## config.mk

```make
export PLATFORM = sky130hd
export DESIGN_NAME = iterative_wide_mul
export DESIGN_NICKNAME = d
export VERILOG_FILES = /design/src/rtl/iterative_wide_mul.sv
export SDC_FILE = /design/constraint.sdc
export NUM_CORES = 1
export LEC_CHECK = 0
export ABC_AREA = 1
export CAP_MARGIN = 20
export CELL_PAD_IN_SITES_DETAIL_PLACEMENT = 1
export CELL_PAD_IN_SITES_GLOBAL_PLACEMENT = 1
export CORE_MARGIN = 2
export CORE_UTILIZATION = 51
export DETAILED_ROUTE_END_ITERATION = 10
export GPL_TIMING_DRIVEN = 1
export PLACE_DENSITY_LB_ADDON = 0.1
export SLEW_MARGIN = 10
export SYNTH_ARGS = -nofsm -noshare
export SYNTH_HDL_FRONTEND = slang
export SYNTH_SLANG_ARGS = --single-unit
```

## constraint.sdc

```tcl
create_clock -name clk -period 12.65 [get_ports clk]
set_input_delay 2.53 -clock clk [delete_from_list [all_inputs] [get_ports clk]]
set_output_delay 2.53 -clock clk [all_outputs]
set_load 0.01 [all_outputs]
```

## src/rtl/iterative_wide_mul.sv

```systemverilog
`timescale 1ns/1ps
// Sequential wide multiplier: one A_WIDTH x CHUNK_WIDTH partial product per cycle,
// accumulated modulo 2^OUT_WIDTH, with signed/unsigned mode and valid/ready handshakes.
module iterative_wide_mul #(
    parameter int A_WIDTH     = 16,
    parameter int B_WIDTH     = 32,
    parameter int OUT_WIDTH   = 32,
    parameter int CHUNK_WIDTH = 16
) (
    input  logic                 clk,
    input  logic                 rst,
    input  logic                 in_valid,
    output logic                 in_ready,
    input  logic [A_WIDTH-1:0]   a,
    input  logic [B_WIDTH-1:0]   b,
    input  logic                 is_signed,
    output logic                 out_valid,
    input  logic                 out_ready,
    output logic [OUT_WIDTH-1:0] out
);

    localparam int NUM_CHUNKS = (B_WIDTH + CHUNK_WIDTH - 1) / CHUNK_WIDTH;
    localparam int CNT_W      = $clog2(NUM_CHUNKS) + 1;
    localparam int PAD_W      = NUM_CHUNKS * CHUNK_WIDTH;
    localparam int PP_W       = A_WIDTH + CHUNK_WIDTH + 2;
    localparam int EXT_W      = (PP_W > OUT_WIDTH) ? PP_W : OUT_WIDTH;
    localparam logic [CNT_W-1:0] LAST_CHUNK = CNT_W'(NUM_CHUNKS - 1);

    typedef enum logic [1:0] {
        S_IDLE,
        S_MUL,
        S_DONE
    } state_t;

    state_t                 r_state;
    state_t                 w_next;
    logic [CNT_W-1:0]       r_cnt;
    logic [OUT_WIDTH-1:0]   r_acc;
    logic [OUT_WIDTH-1:0]   r_out;
    logic [A_WIDTH:0]       r_a_ext;
    logic [PAD_W-1:0]       r_b_pad;
    logic                   r_signed;

    logic [PAD_W-1:0]       w_b_pad;
    logic [31:0]            w_shift;
    logic [CHUNK_WIDTH-1:0] w_chunk;
    logic                   w_chunk_msb;
    logic signed [A_WIDTH:0]     w_a_s;
    logic signed [CHUNK_WIDTH:0] w_chunk_s;
    logic signed [PP_W-1:0]      w_pp;
    logic [OUT_WIDTH-1:0]   w_pp_mod;
    logic [OUT_WIDTH-1:0]   w_sum;
    logic                   w_last;

    // b is widened to a whole number of chunks so the top chunk carries the sign padding.
    always_comb begin
        if (is_signed) begin
            w_b_pad = PAD_W'($signed(b));
        end else begin
            w_b_pad = PAD_W'(b);
        end
    end

    assign w_last      = (r_cnt == LAST_CHUNK);
    assign w_shift     = 32'(r_cnt) * 32'(CHUNK_WIDTH);
    assign w_chunk     = CHUNK_WIDTH'(r_b_pad >> w_shift);
    assign w_chunk_msb = r_signed && w_last && w_chunk[CHUNK_WIDTH-1];
    assign w_a_s       = r_a_ext;
    assign w_chunk_s   = {w_chunk_msb, w_chunk};

    // Exact signed (A+1)x(C+1) product, then shifted into place; bits beyond OUT_WIDTH drop off.
    assign w_pp     = PP_W'(w_a_s) * PP_W'(w_chunk_s);
    assign w_pp_mod = OUT_WIDTH'(EXT_W'(w_pp) << w_shift);
    assign w_sum    = r_acc + w_pp_mod;

    always_ff @(posedge clk) begin
        if (rst) begin
            r_state <= S_IDLE;
        end else begin
            r_state <= w_next;
        end
    end

    // NOTE: always_comb assigns a default before the case so no path can infer a latch.
    always_comb begin
        w_next = r_state;
        case (r_state)
            S_IDLE:  if (in_valid)  w_next = S_MUL;
            S_MUL:   if (w_last)    w_next = S_DONE;
            S_DONE:  if (out_ready) w_next = S_IDLE;
            default:                w_next = S_IDLE;
        endcase
    end

    // NOTE: sequential state uses non-blocking assignments so every register samples pre-edge values.
    always_ff @(posedge clk) begin
        if (rst) begin
            r_acc <= '0;
            r_out <= '0;
            r_cnt <= '0;
        end else begin
            case (r_state)
                S_IDLE: begin
                    if (in_valid) begin
                        r_acc <= '0;
                        r_cnt <= '0;
                    end
                end
                S_MUL: begin
                    r_acc <= w_sum;
                    r_cnt <= r_cnt + CNT_W'(1);
                    if (w_last) r_out <= w_sum;
                end
                default: ;
            endcase
        end
    end

    // NOTE: captured operands carry no reset; they are always reloaded before use, so they stay plain enables.
    always_ff @(posedge clk) begin
        if (r_state == S_IDLE && in_valid && !rst) begin
            r_a_ext  <= {is_signed & a[A_WIDTH-1], a};
            r_b_pad  <= w_b_pad;
            r_signed <= is_signed;
        end
    end

    assign in_ready  = (r_state == S_IDLE) && !rst;
    assign out_valid = (r_state == S_DONE);
    assign out       = r_out;

endmodule

```

## After elaboration in Yosys (flattened, before gate mapping)

Cells that the tools add are included.

| word-level totals | value |
|---|---|
| memory bits (read-only) | 0 |
| bits in writable memories | 0 |
| bits in latches | 0 |
| memories kept | 0 |
| word-level logic and storage cells | 38 |
| bits in registers | 118 |
| input bits | 53 |

| operators by class | value |
|---|---|
| mux-type cells | 8 |
| shifts and indexed selects | 2 |
| reduce and logical (&&, ||, !) cells | 11 |
| add/subtract/negate cells | 2 |
| multipliers | 1 |
| $lt $le $gt $ge | 0 |
| divide/modulo/power cells | 0 |
| bitwise operators | 1 |
| eq/ne operators | 6 |

Operators by type and width:

| cell | number |
|---|---|
| 32-bit one-hot mux with 2 select lines | 1 |
| 17-bit by 17-bit multiplier with 34-bit output | 1 |
| 34-bit by 6-bit left shift with 32-bit output | 1 |
| 32-bit adder | 1 |
| 32-bit two-way mux | 1 |
| 32-bit by 6-bit right shift with 16-bit output | 1 |
| 2-bit two-way mux | 4 |
| 2-bit one-hot mux with 3 select lines | 1 |
| 1-bit logical AND | 5 |
| 2-bit by 1-bit equality test with 1-bit output (second input constant) | 2 |
| 2-bit inequality test (second input constant) | 2 |
| 2-bit one-hot mux with 2 select lines | 1 |
| 2-bit AND reduction | 2 |
| 3-bit AND reduction | 1 |
| 2-bit by 1-bit adder with 2-bit output (second input constant) | 1 |
| 2-bit equality test (second input constant) | 1 |
| 2-bit logical NOT | 1 |
| 2-bit by 1-bit inequality test with 1-bit output (second input constant) | 1 |
| 2-bit nonzero test | 1 |
| 1-bit bitwise AND | 1 |
| 1-bit logical NOT | 1 |

## Longest topological paths before layout

Gate-level depths: netlist (run 1).

| depth | value |
|---|---|
| depth in word-level cells | 7 |
| mapped depth | 47 |
| mapped depth without buffers | 45 |

## Least setup slack after synthesis (run 1)

Ideal clock, no wire load.

| timing path | value |
|---|---|
| kind | reg2reg |
| start | register r_cnt[0] |
| end | register r_out[30], in the netlist out[30] |
| setup time | 0.109 ns |
| required time | 12.541 ns |
| slack | 5.241 ns |
| cell stages (with the launch flop) | 40 |
| data arrival time | 7.301 ns |
| period minus slack after synthesis | 7.409 ns |
| path through | dfxtp_1 -> buf_2 -> nor2_1 -> nor3_2 -> inv_2 -> nor2_1 -> inv_1 -> fa_1 -> inv_1 -> fa_1 -> inv_1 -> fa_1 -> inv_1 -> fa_1 -> fa_1 -> inv_1 -> fa_1 -> inv_1 -> (+4 left out) -> nand3_1 -> nand3_1 -> nand2_1 -> nand2_1 -> a21o_1 -> nand3_1 -> nand3_1 -> inv_1 -> ha_1 -> inv_1 -> nor3_1 -> inv_1 -> o221a_2 -> nand2_1 -> nand2_1 -> nand2_1 -> a21o_1 -> inv_1 |

| on the way | value |
|---|---|
| cells in the longest elaborated chain, start to end | 6 |

RTL lines:

| element | line | RTL |
|---|---|---|
| start, declared | 37 | `logic [CNT_W-1:0] r_cnt;` |
| start signal, assigned | 111 | `r_cnt <= r_cnt + CNT_W'(1);` |
| branches (longest 6 deep; another with 17-bit by 17-bit multiplier with 34-bit output) | -- |  |
| end signal, assigned | 112 | `if (w_last) r_out <= w_sum;` |
| end, declared | 39 | `logic [OUT_WIDTH-1:0] r_out;` |

Parallel ways; which one is timed is not known.
A chain may end at the register's enable or synchronous reset.

## Final worst setup path (run 1)

| timing path | value |
|---|---|
| start | register r_cnt[0] |
| end | register r_out[31], in the netlist out[31] |

The elaborated chain is that of the path after synthesis.

==> impl_results.html, run 1 <==
<table>
<tr><th>Metric</th><th>Value</th></tr>
<tr><th colspan="2">STA</th></tr>
<tr><td>Worst Tran Pin Value</td><td>1.10 ns</td></tr>
<tr><td>Final number of setup-violating endpoints</td><td>0</td></tr>
<tr><td>Final Hold Viols</td><td>0</td></tr>
<tr><td>Worst slew margin relative to its limit</td><td>between 20 and 30%</td></tr>
<tr><td>Total negative setup slack</td><td>0 ns</td></tr>
<tr><td>Final period demand of the worst path</td><td>9.76 ns</td></tr>
<tr><td>Final number of max-transition violations</td><td>0</td></tr>
<tr><td>Maximum clock skew at final layout</td><td>0.0153 ns</td></tr>
<tr><td>RSZ-0062 raised after global routing</td><td>no</td></tr>
<tr><td>Least setup slack across all paths after layout</td><td>2.89 ns</td></tr>
<tr><td>Crit share post-route</td><td>77.2%</td></tr>
<tr><td>Maximum frequency from static timing analysis</td><td>about 100 MHz</td></tr>
<tr><th colspan="2">CTS</th></tr>
<tr><td>Number of buffers on the longest clock path</td><td>2</td></tr>
<tr><td>Cells resized by post-CTS repair</td><td>0</td></tr>
<tr><td>Post-CTS setup buffer count</td><td>0</td></tr>
<tr><td>Clk slew on worst S/H paths</td><td>roughly 0.07 ns</td></tr>
<tr><td>Number of buffers inserted during clock tree synthesis</td><td>17</td></tr>
<tr><td># clock sinks</td><td>118</td></tr>
<tr><td>Total number of H-tree levels</td><td>4</td></tr>
<tr><td>CTS root buffer</td><td>clkbuf_16</td></tr>
<tr><td>Clock tree from TritonCTS</td><td>built</td></tr>
<tr><td>Hold buffer count at CTS</td><td>0</td></tr>
<tr><td>Clock insertion delay at the later pin of the skew report</td><td>about 0.46 ns</td></tr>
<tr><th colspan="2">Routing</th></tr>
<tr><td>Vias after detailed routing</td><td>14500</td></tr>
<tr><td>First-pass DRT Iterations</td><td>7</td></tr>
<tr><td>Remaining antenna violation count after routing</td><td>0</td></tr>
<tr><td>Remaining routing DRC violations</td><td>0</td></tr>
<tr><td>Wire length reported by the detailed router</td><td>roughly 59000 um</td></tr>
<tr><td>Routed wire length per instance</td><td>22.4 um</td></tr>
<tr><td>Average vias per placed instance</td><td>between 5 and 6</td></tr>
<tr><td>Initial DRC Count</td><td>a little under 900</td></tr>
<tr><th colspan="2">Finish</th></tr>
<tr><td>Share of final-layout standard cells stronger than drive strength 1</td><td>4.62%</td></tr>
<tr><td>Filler-free cell count of the finished design</td><td>2627</td></tr>
<tr><td>Post-route design area</td><td>about 19000 um^2</td></tr>
<tr><td>Number of fill cells</td><td>around 4000</td></tr>
<tr><td>Number of antenna repair diodes</td><td>0</td></tr>
<tr><td>Relative area change from synthesis to final layout</td><td>11.4%</td></tr>
<tr><td>Area occupied by registers</td><td>2860 um^2</td></tr>
<tr><td>Multi-input gate area</td><td>12100 um^2</td></tr>
<tr><td>Nets@finish</td><td>2622</td></tr>
<tr><th colspan="2">Status</th></tr>
<tr><td>Outcome</td><td>finished, final reports clean</td></tr>
<tr><th colspan="2">Min path</th></tr>
<tr><td>Hold Crit Class</td><td>reg -&gt; reg</td></tr>
<tr><td>Worst Hold Depth</td><td>2</td></tr>
<tr><td>End of the worst hold path</td><td>out[2]$_SDFFE_PP0P_</td></tr>
<tr><td>Startpoint of the lowest-slack hold path</td><td>out[2]$_SDFFE_PP0P_</td></tr>
<tr><th colspan="2">Worst setup path</th></tr>
<tr><td>Cell with the largest stage delay on the worst path</td><td>nor3_1</td></tr>
<tr><td>CP arrival</td><td>roughly 10 ns</td></tr>
<tr><td>Crit path capture type</td><td>flop</td></tr>
<tr><td>Worst r2r path cells</td><td>36</td></tr>
<tr><td>Critical R2R Capture</td><td>out[31]$_SDFFE_PP0P_</td></tr>
<tr><td>R2r setup slk</td><td>2.89 ns</td></tr>
<tr><td>Delay of the slowest critical-path stage</td><td>0.89 ns</td></tr>
<tr><td>Data required, critical path</td><td>12.98 ns</td></tr>
<tr><td>Maximum fanout along the worst path</td><td>41</td></tr>
<tr><td>Type of the worst setup path</td><td>reg -&gt; reg</td></tr>
<tr><td>Kind of launch point of the worst setup path</td><td>flop</td></tr>
<tr><td>Beginning of the worst register-to-register path</td><td>r_cnt[0]$_SDFFE_PP0P_</td></tr>
<tr><th colspan="2">Logic synthesis</th></tr>
<tr><td>#FFs+latches synth</td><td>118</td></tr>
<tr><td>Synthesized area per cell</td><td>8.03 um^2</td></tr>
<tr><td>Sequential fraction of the synthesis area</td><td>roughly 17%</td></tr>
<tr><td>Top FF cell, synth</td><td>dfxtp_1</td></tr>
<tr><td>Gate count of the mapped netlist</td><td>around 2100</td></tr>
<tr><td>Number of distinct library cell variants in the gate-level netlist after synthesis</td><td>56</td></tr>
<tr><td>Netlist area before placement</td><td>about 17000 um^2</td></tr>
<tr><td>Count of flip-flops with a built-in enable after synthesis</td><td>50</td></tr>
<tr><td>Share of flip-flops with an asynchronous set or reset</td><td>0%</td></tr>
<tr><td>Post-Syn Nets</td><td>2561</td></tr>
<tr><td>Number of warnings reported in the yosys synthesis log</td><td>0</td></tr>
<tr><th colspan="2">Global route</th></tr>
<tr><td>GR Util All Layers</td><td>a little over a third</td></tr>
<tr><td>Total overflow reported by the global router</td><td>0</td></tr>
<tr><td>First-pass GRT wire length</td><td>91700 um</td></tr>
<tr><td>Number of antenna violations at the first check in global routing</td><td>0</td></tr>
<tr><td>Largest net degree at the start of global routing</td><td>47</td></tr>
<tr><td>Via count of the first global-routing pass</td><td>16600</td></tr>
<tr><th colspan="2">Placed design</th></tr>
<tr><td>Final weighted congestion in routability-driven placement</td><td>approximately 0.96</td></tr>
<tr><td>Dpl hpwl</td><td>47400 um</td></tr>
<tr><td>Post-placement cell area</td><td>~18000 um^2</td></tr>
<tr><td>Total of buffers placed on input and output ports</td><td>86</td></tr>
<tr><td>Post-place setup slack</td><td>3.22 ns</td></tr>
<tr><td>Placed Instances</td><td>2594</td></tr>
<tr><th colspan="2">Floorplanning</th></tr>
<tr><td>Overall die width</td><td>between 150 and 200 um</td></tr>
<tr><td>Number of placed I/O pins</td><td>87</td></tr>
<tr><td>Placeable core area</td><td>32600 um^2</td></tr>
<tr><td>Row count</td><td>66</td></tr>
<tr><td>DIE AREA</td><td>34700 um^2</td></tr>
<tr><td>Vertical die dimension</td><td>between 150 and 200 um</td></tr>
<tr><td>Effective utilization at floorplan</td><td>51.9%</td></tr>
<tr><th colspan="2">Run</th></tr>
<tr><td>Max-cap viol count</td><td>0</td></tr>
</table>
-- cells in the final DEF (no fill, tap or decap), types with 6 or more instances in the layout --
cell type          n
nand3_1           57
a21oi_2            6
a21o_1             9
dfxtp_1           68
o21ai_0           51
nand2_1          419
inv_1            451
buf_4             13
nor3_1            19
fa_1             283
o21ai_1           10
o21bai_1          22
nor2_1           264
inv_2             11
edfxtp_1          50
xor2_1            24
nand4_1            7
ha_1             114
xnor2_1            9
clkinv_1           7
a21oi_1           91
a31oi_1            7
clkbuf_16         18
clkdlybuf4s50_1   86
o211ai_1           9
-- worst max path at each step --
stage                                startpoint                endpoint  slack (ns)
after floorplan           r_cnt[0]$_SDFFE_PP0P_    out[30]$_SDFFE_PP0P_        5.24
after global placement    r_cnt[0]$_SDFFE_PP0P_    out[25]$_SDFFE_PP0P_        3.24
after detailed placement  r_cnt[0]$_SDFFE_PP0P_  r_acc[31]$_SDFFE_PP0P_        3.22
after CTS                 r_cnt[0]$_SDFFE_PP0P_  r_acc[31]$_SDFFE_PP0P_        2.93
after global routing      r_cnt[0]$_SDFFE_PP0P_  r_acc[31]$_SDFFE_PP0P_        2.25
final                     r_cnt[0]$_SDFFE_PP0P_    out[31]$_SDFFE_PP0P_        2.89
-- logic make-up (layout without fill, tap and decap cells) --
family                     Yosys count  count (layout)  synth area share, %
buffers and inverters              532             606                 12.0
DFF                                118             118                 16.9
adders and majority gates          397             397                 41.9
and+or+nand+nor                    800             800                 19.2
AOI/OAI and AO/OA                  231             231                 8.34
xor gates and xnor gates            33              33                 1.71
-- layout make-up --
| type | instances | area share, % |
|---|---|---|
| Timing Repair Buffer | 102 | 5.43 |
| Inverter | 472 | 9.43 |
| Clock buffer | 18 | 2.39 |
| Sequential cell | 118 | 15.2 |
| Tap cell | 442 | 2.93 |
| Multi-Input combinational cell | 1461 | 64.0 |
| Clock inverter | 14 | 0.690 |
-- worst max-delay path: cells and delay by family, from the launching register on --
family,cells,cell delay [ns]
compound gates,2,0.19
xor+xnor,1,0.17
fa+ha+maj,8,3.90
buf+inv,8,1.73
flops,1,0.36
simple gates,17,3.27
-- flip-flops by register name, summed over array words and instances (netlist names) --
register / count
out: 32
r_a_ext: 17
r_acc: 32
r_b_pad: 32
r_cnt: 2
r_signed: 1
r_state: 2
-- stage by stage --
step           hold slack (ns)  utilization [%]
5_1_grt                  0.501             57.8
6_report                 0.475             57.8
2_1_floorplan            0.445                -
4_1_cts                  0.476             57.8
3_3_place_gp             0.454             55.9
3_5_place_dp             0.465             56.0
-- synthesized netlist by cell type (all sizes together), types with 11 or more instances --
library cell	n	area (um^2)
clkbuf	45	169
o21ai	67	365
nor2	268	1010
nor3	22	125
o21bai	23	176
buf	15	81.3
xor2	24	210
o211ai	11	92.6
nand3	62	335
dfxtp	68	1360
a21oi	98	524
ha	114	1430
fa	283	5670
edfxtp	50	1500
inv	462	1730
nand2	423	1600
-- metal layers --
metal,track usage [%],share of wire [%],vias up
met4,18.5,4.9,0
met5,0,0,-
met2,63.9,51,458
li1,-,-,6510
met3,5.59,5.2,158
met1,42.0,39,7376
Power of run 1 is not shown: default switching activity piles up to over one toggle a cycle in this logic, so the estimate is an artifact.
==> run 2, diff against run 1 <==
CORE_UTILIZATION = 48   (was 51)
clock period = 9 ns   (was 12.65 ns; I/O delays follow)
==> run 2 against run 1 <==
Net effect:
- critical path type unchanged
- wire length down 4.2%
- setup slack worse by 2.5 ns
- non-clock buffer count is 32 higher
- maximum frequency grew 14%
- sequential share of layout area is 0.26 points lower
- utilization shrank 2.4 points
==> impl_results.html, run 2 (same netlist as run 1, synthesis figures left out) <==
<table>
<tr><th>Metric</th><th>Value</th></tr>
<tr><th colspan="2">STA</th></tr>
<tr><td>Final period demand of the worst path</td><td>8.59 ns (was 9.76 ns)</td></tr>
<tr><td>Worst slew margin relative to its limit</td><td>47.9% (was 25.9%)</td></tr>
<tr><td>Final Hold Viols</td><td>0 (unchanged)</td></tr>
<tr><td>Worst Tran Pin Value</td><td>0.782 ns (was 1.10 ns)</td></tr>
<tr><td>Crit share post-route</td><td>95.4% (was 77.2%)</td></tr>
<tr><td>Maximum clock skew at final layout</td><td>0.0106 ns (was 0.0153 ns)</td></tr>
<tr><td>Final number of setup-violating endpoints</td><td>0 (unchanged)</td></tr>
<tr><td>Final number of max-transition violations</td><td>0 (unchanged)</td></tr>
<tr><td>Least setup slack across all paths after layout</td><td>0.415 ns (was 2.89 ns)</td></tr>
<tr><td>RSZ-0062 raised after global routing</td><td>no (unchanged)</td></tr>
<tr><td>Total negative setup slack</td><td>0 ns (unchanged)</td></tr>
<tr><td>Maximum frequency from static timing analysis</td><td>116 MHz (was 102 MHz)</td></tr>
<tr><th colspan="2">Routing</th></tr>
<tr><td>Remaining routing DRC violations</td><td>0 (unchanged)</td></tr>
<tr><td>First-pass DRT Iterations</td><td>5 (was 7)</td></tr>
<tr><td>Initial DRC Count</td><td>672 (was 871)</td></tr>
<tr><td>Routed wire length per instance</td><td>21.1 um (was 22.4 um)</td></tr>
<tr><td>Wire length reported by the detailed router</td><td>56300 um (was 58700 um)</td></tr>
<tr><td>Remaining antenna violation count after routing</td><td>0 (unchanged)</td></tr>
<tr><td>Average vias per placed instance</td><td>5.40 (was 5.52)</td></tr>
<tr><td>Vias after detailed routing</td><td>14400 (was 14500)</td></tr>
<tr><th colspan="2">Finish</th></tr>
<tr><td>Nets@finish</td><td>2654 (was 2622)</td></tr>
<tr><td>Post-route design area</td><td>19200 um^2 (was 18900 um^2)</td></tr>
<tr><td>Number of fill cells</td><td>4215 (was 3955)</td></tr>
<tr><td>Most common cell after layout, fill and taps aside</td><td>inv_1 (unchanged)</td></tr>
<tr><td>Commonest cells after routing, fill and taps aside</td><td>449 x inv_1, 419 x nand2_1, 282 x fa_1 (was 451 x inv_1, 419 x nand2_1, 283 x fa_1)</td></tr>
<tr><td>Filler-free cell count of the finished design</td><td>2672 (was 2627)</td></tr>
<tr><td>Share of final-layout standard cells stronger than drive strength 1</td><td>6.59% (was 4.62%)</td></tr>
<tr><td>Number of antenna repair diodes</td><td>0 (unchanged)</td></tr>
<tr><td>Relative area change from synthesis to final layout</td><td>13.4% (was 11.4%)</td></tr>
<tr><th colspan="2">Global route</th></tr>
<tr><td>Via count of the first global-routing pass</td><td>16200 (was 16600)</td></tr>
<tr><td>Number of antenna violations at the first check in global routing</td><td>0 (unchanged)</td></tr>
<tr><td>First-pass GRT wire length</td><td>89300 um (was 91700 um)</td></tr>
<tr><td>Total overflow reported by the global router</td><td>0 (unchanged)</td></tr>
<tr><td>Largest net degree at the start of global routing</td><td>51 (was 47)</td></tr>
<tr><td>GR Util All Layers</td><td>32.6% (was 35.9%)</td></tr>
<tr><th colspan="2">Run</th></tr>
<tr><td>Max-cap viol count</td><td>0 (unchanged)</td></tr>
<tr><th colspan="2">Min path</th></tr>
<tr><td>Worst Hold Depth</td><td>2 (unchanged)</td></tr>
<tr><td>Hold Crit Class</td><td>reg -&gt; reg (unchanged)</td></tr>
<tr><th colspan="2">Worst setup path</th></tr>
<tr><td>Beginning of the worst register-to-register path</td><td>r_cnt[1]$_SDFFE_PP0P_ (was r_cnt[0]$_SDFFE_PP0P_)</td></tr>
<tr><td>Maximum fanout along the worst path</td><td>20 (was 41)</td></tr>
<tr><td>Worst r2r path cells</td><td>38 (was 36)</td></tr>
<tr><td>Source of the critical timing path</td><td>r_cnt[1]$_SDFFE_PP0P_ (was r_cnt[0]$_SDFFE_PP0P_)</td></tr>
<tr><td>Crit path capture type</td><td>flop (unchanged)</td></tr>
<tr><td>Critical Path End</td><td>r_acc[31]$_SDFFE_PP0P_ (was out[31]$_SDFFE_PP0P_)</td></tr>
<tr><td>Cell with the largest stage delay on the worst path</td><td>fa_1 (was nor3_1)</td></tr>
<tr><td>R2r setup slk</td><td>0.41 ns (was 2.89 ns)</td></tr>
<tr><td>Data required, critical path</td><td>9.32 ns (was 12.98 ns)</td></tr>
<tr><td>Type of the worst setup path</td><td>reg -&gt; reg (unchanged)</td></tr>
<tr><td>CP arrival</td><td>8.90 ns (was 10.09 ns)</td></tr>
<tr><td>Critical R2R Capture</td><td>r_acc[31]$_SDFFE_PP0P_ (was out[31]$_SDFFE_PP0P_)</td></tr>
<tr><td>Kind of launch point of the worst setup path</td><td>flop (unchanged)</td></tr>
<tr><td>Delay of the slowest critical-path stage</td><td>0.54 ns (was 0.89 ns)</td></tr>
<tr><th colspan="2">Status</th></tr>
<tr><td>Outcome</td><td>finished, final reports clean (unchanged)</td></tr>
<tr><th colspan="2">Floorplanning</th></tr>
<tr><td>Effective utilization at floorplan</td><td>48.9% (was 51.9%)</td></tr>
<tr><td>Placeable core area</td><td>34600 um^2 (was 32600 um^2)</td></tr>
<tr><td>Row count</td><td>68 (was 66)</td></tr>
<tr><td>Number of placed I/O pins</td><td>87 (unchanged)</td></tr>
<tr><td>DIE AREA</td><td>36800 um^2 (was 34700 um^2)</td></tr>
<tr><td>Overall die width</td><td>192 um (was 186 um)</td></tr>
<tr><td>Vertical die dimension</td><td>192 um (was 186 um)</td></tr>
<tr><th colspan="2">Placed design</th></tr>
<tr><td>Dpl hpwl</td><td>47200 um (was 47400 um)</td></tr>
<tr><td>Final weighted congestion in routability-driven placement</td><td>0.987 (was 0.956)</td></tr>
<tr><td>Total of buffers placed on input and output ports</td><td>86 (unchanged)</td></tr>
<tr><td>Placed Instances</td><td>2636 (was 2594)</td></tr>
<tr><td>Post-place setup slack</td><td>0.242 ns (was 3.22 ns)</td></tr>
<tr><td>Post-placement cell area</td><td>18500 um^2 (was 18300 um^2)</td></tr>
<tr><th colspan="2">CTS</th></tr>
<tr><td>Number of buffers on the longest clock path</td><td>2 (unchanged)</td></tr>
<tr><td>Clk slew on worst S/H paths</td><td>0.07 ns (about the same)</td></tr>
<tr><td>Number of buffers inserted during clock tree synthesis</td><td>17 (unchanged)</td></tr>
<tr><td># clock sinks</td><td>118 (unchanged)</td></tr>
<tr><td>Clock tree from TritonCTS</td><td>built (unchanged)</td></tr>
<tr><td>Clock insertion delay at the later pin of the skew report</td><td>0.45 ns (was 0.46 ns)</td></tr>
<tr><td>CTS root buffer</td><td>clkbuf_16 (unchanged)</td></tr>
<tr><td>Total number of H-tree levels</td><td>4 (unchanged)</td></tr>
</table>
==> run 2: changes by cell type in the layout (fill, tap and decap cells not counted), moves of 2 or more <==
| cell | delta |
|---|---|
| nor2_1 | -4 |
| inv_1 | -2 |
| nor3_1 | -3 |
| clkinv_2 | -2 |
| nor2_2 | +3 |
| buf_4 | +31 |
| inv_4 | +3 |
| nor3_2 | +3 |
| bufinv_16 | +2 |
==> run 2: metrics by stage <==
stage               hold slack (ns)  utilization [%]
floorplan                     0.445                -
global placement              0.456             53.3
detailed placement            0.463             53.4
CTS                           0.474             55.1
global route                  0.499             55.5
finish                        0.472             55.5
==> run 2: worst min path at each step <==
| stage | slack (ns) | end | from |
|---|---|---|---|
| CTS | 0.47 | r_acc[28]$_SDFFE_PP0P_ | r_acc[28]$_SDFFE_PP0P_ |
| floorplan | 0.45 | r_acc[2]$_SDFFE_PP0P_ | r_acc[2]$_SDFFE_PP0P_ |
| finish | 0.47 | out[2]$_SDFFE_PP0P_ | out[2]$_SDFFE_PP0P_ |
| global route | 0.50 | r_acc[21]$_SDFFE_PP0P_ | r_acc[21]$_SDFFE_PP0P_ |
| global placement | 0.46 | r_acc[14]$_SDFFE_PP0P_ | r_acc[14]$_SDFFE_PP0P_ |
| detailed placement | 0.46 | r_acc[4]$_SDFFE_PP0P_ | r_acc[4]$_SDFFE_PP0P_ |
==> run 2: worst max-delay path, delay by kind of cell (launching register included) <==
family,cells,cell delay (ns)
adders and majority gates,9,3.93
and+or+nand+nor,17,2.35
AOI/OAI and AO/OA,6,0.86
buffers and inverters,6,0.85
DFF,1,0.43
==> run 2: layer usage <==
layer / vias up / track usage (%) / share of wire (%)
li1: 6588 / - / -
met1: 7291 / 38.4 / 40
met2: 394 / 56.9 / 50
met3: 148 / 5.10 / 4.5
met4: 0 / 17.9 / 5.7
met5: - / 0 / 0
==> run 2: what timing repair did <==
item | CTS | global route
hold buffers | 0 | 0
endpoints found under the hold margin | 0 | 0
setup buffers | 0 | 3
resized for setup | 0 | 18
setup endpoints to repair | 0 | 17
==> run 2: cell type report <==
cell class / count / area [um^2] / area share (%)
clock buffers: 17 / 425 / 2.21
clock inverters: 15 / 181 / 0.945
inverters: 472 / 1790 / 9.30
multi-input cells: 1461 / 12100 / 63.1
flip-flops and latches: 118 / 2860 / 14.9
well taps: 455 / 569 / 2.96
repair buffers: 134 / 1270 / 6.61
Power of run 2 is left out for the same reason.
==> run 3, diff against run 2 <==
HOLD_SLACK_MARGIN = 0.08   (was unset)
==> results of run 3 <==
Final layout, timing and power as in run 2 (identical DEF).
Power of run 3 is left out for the same reason.
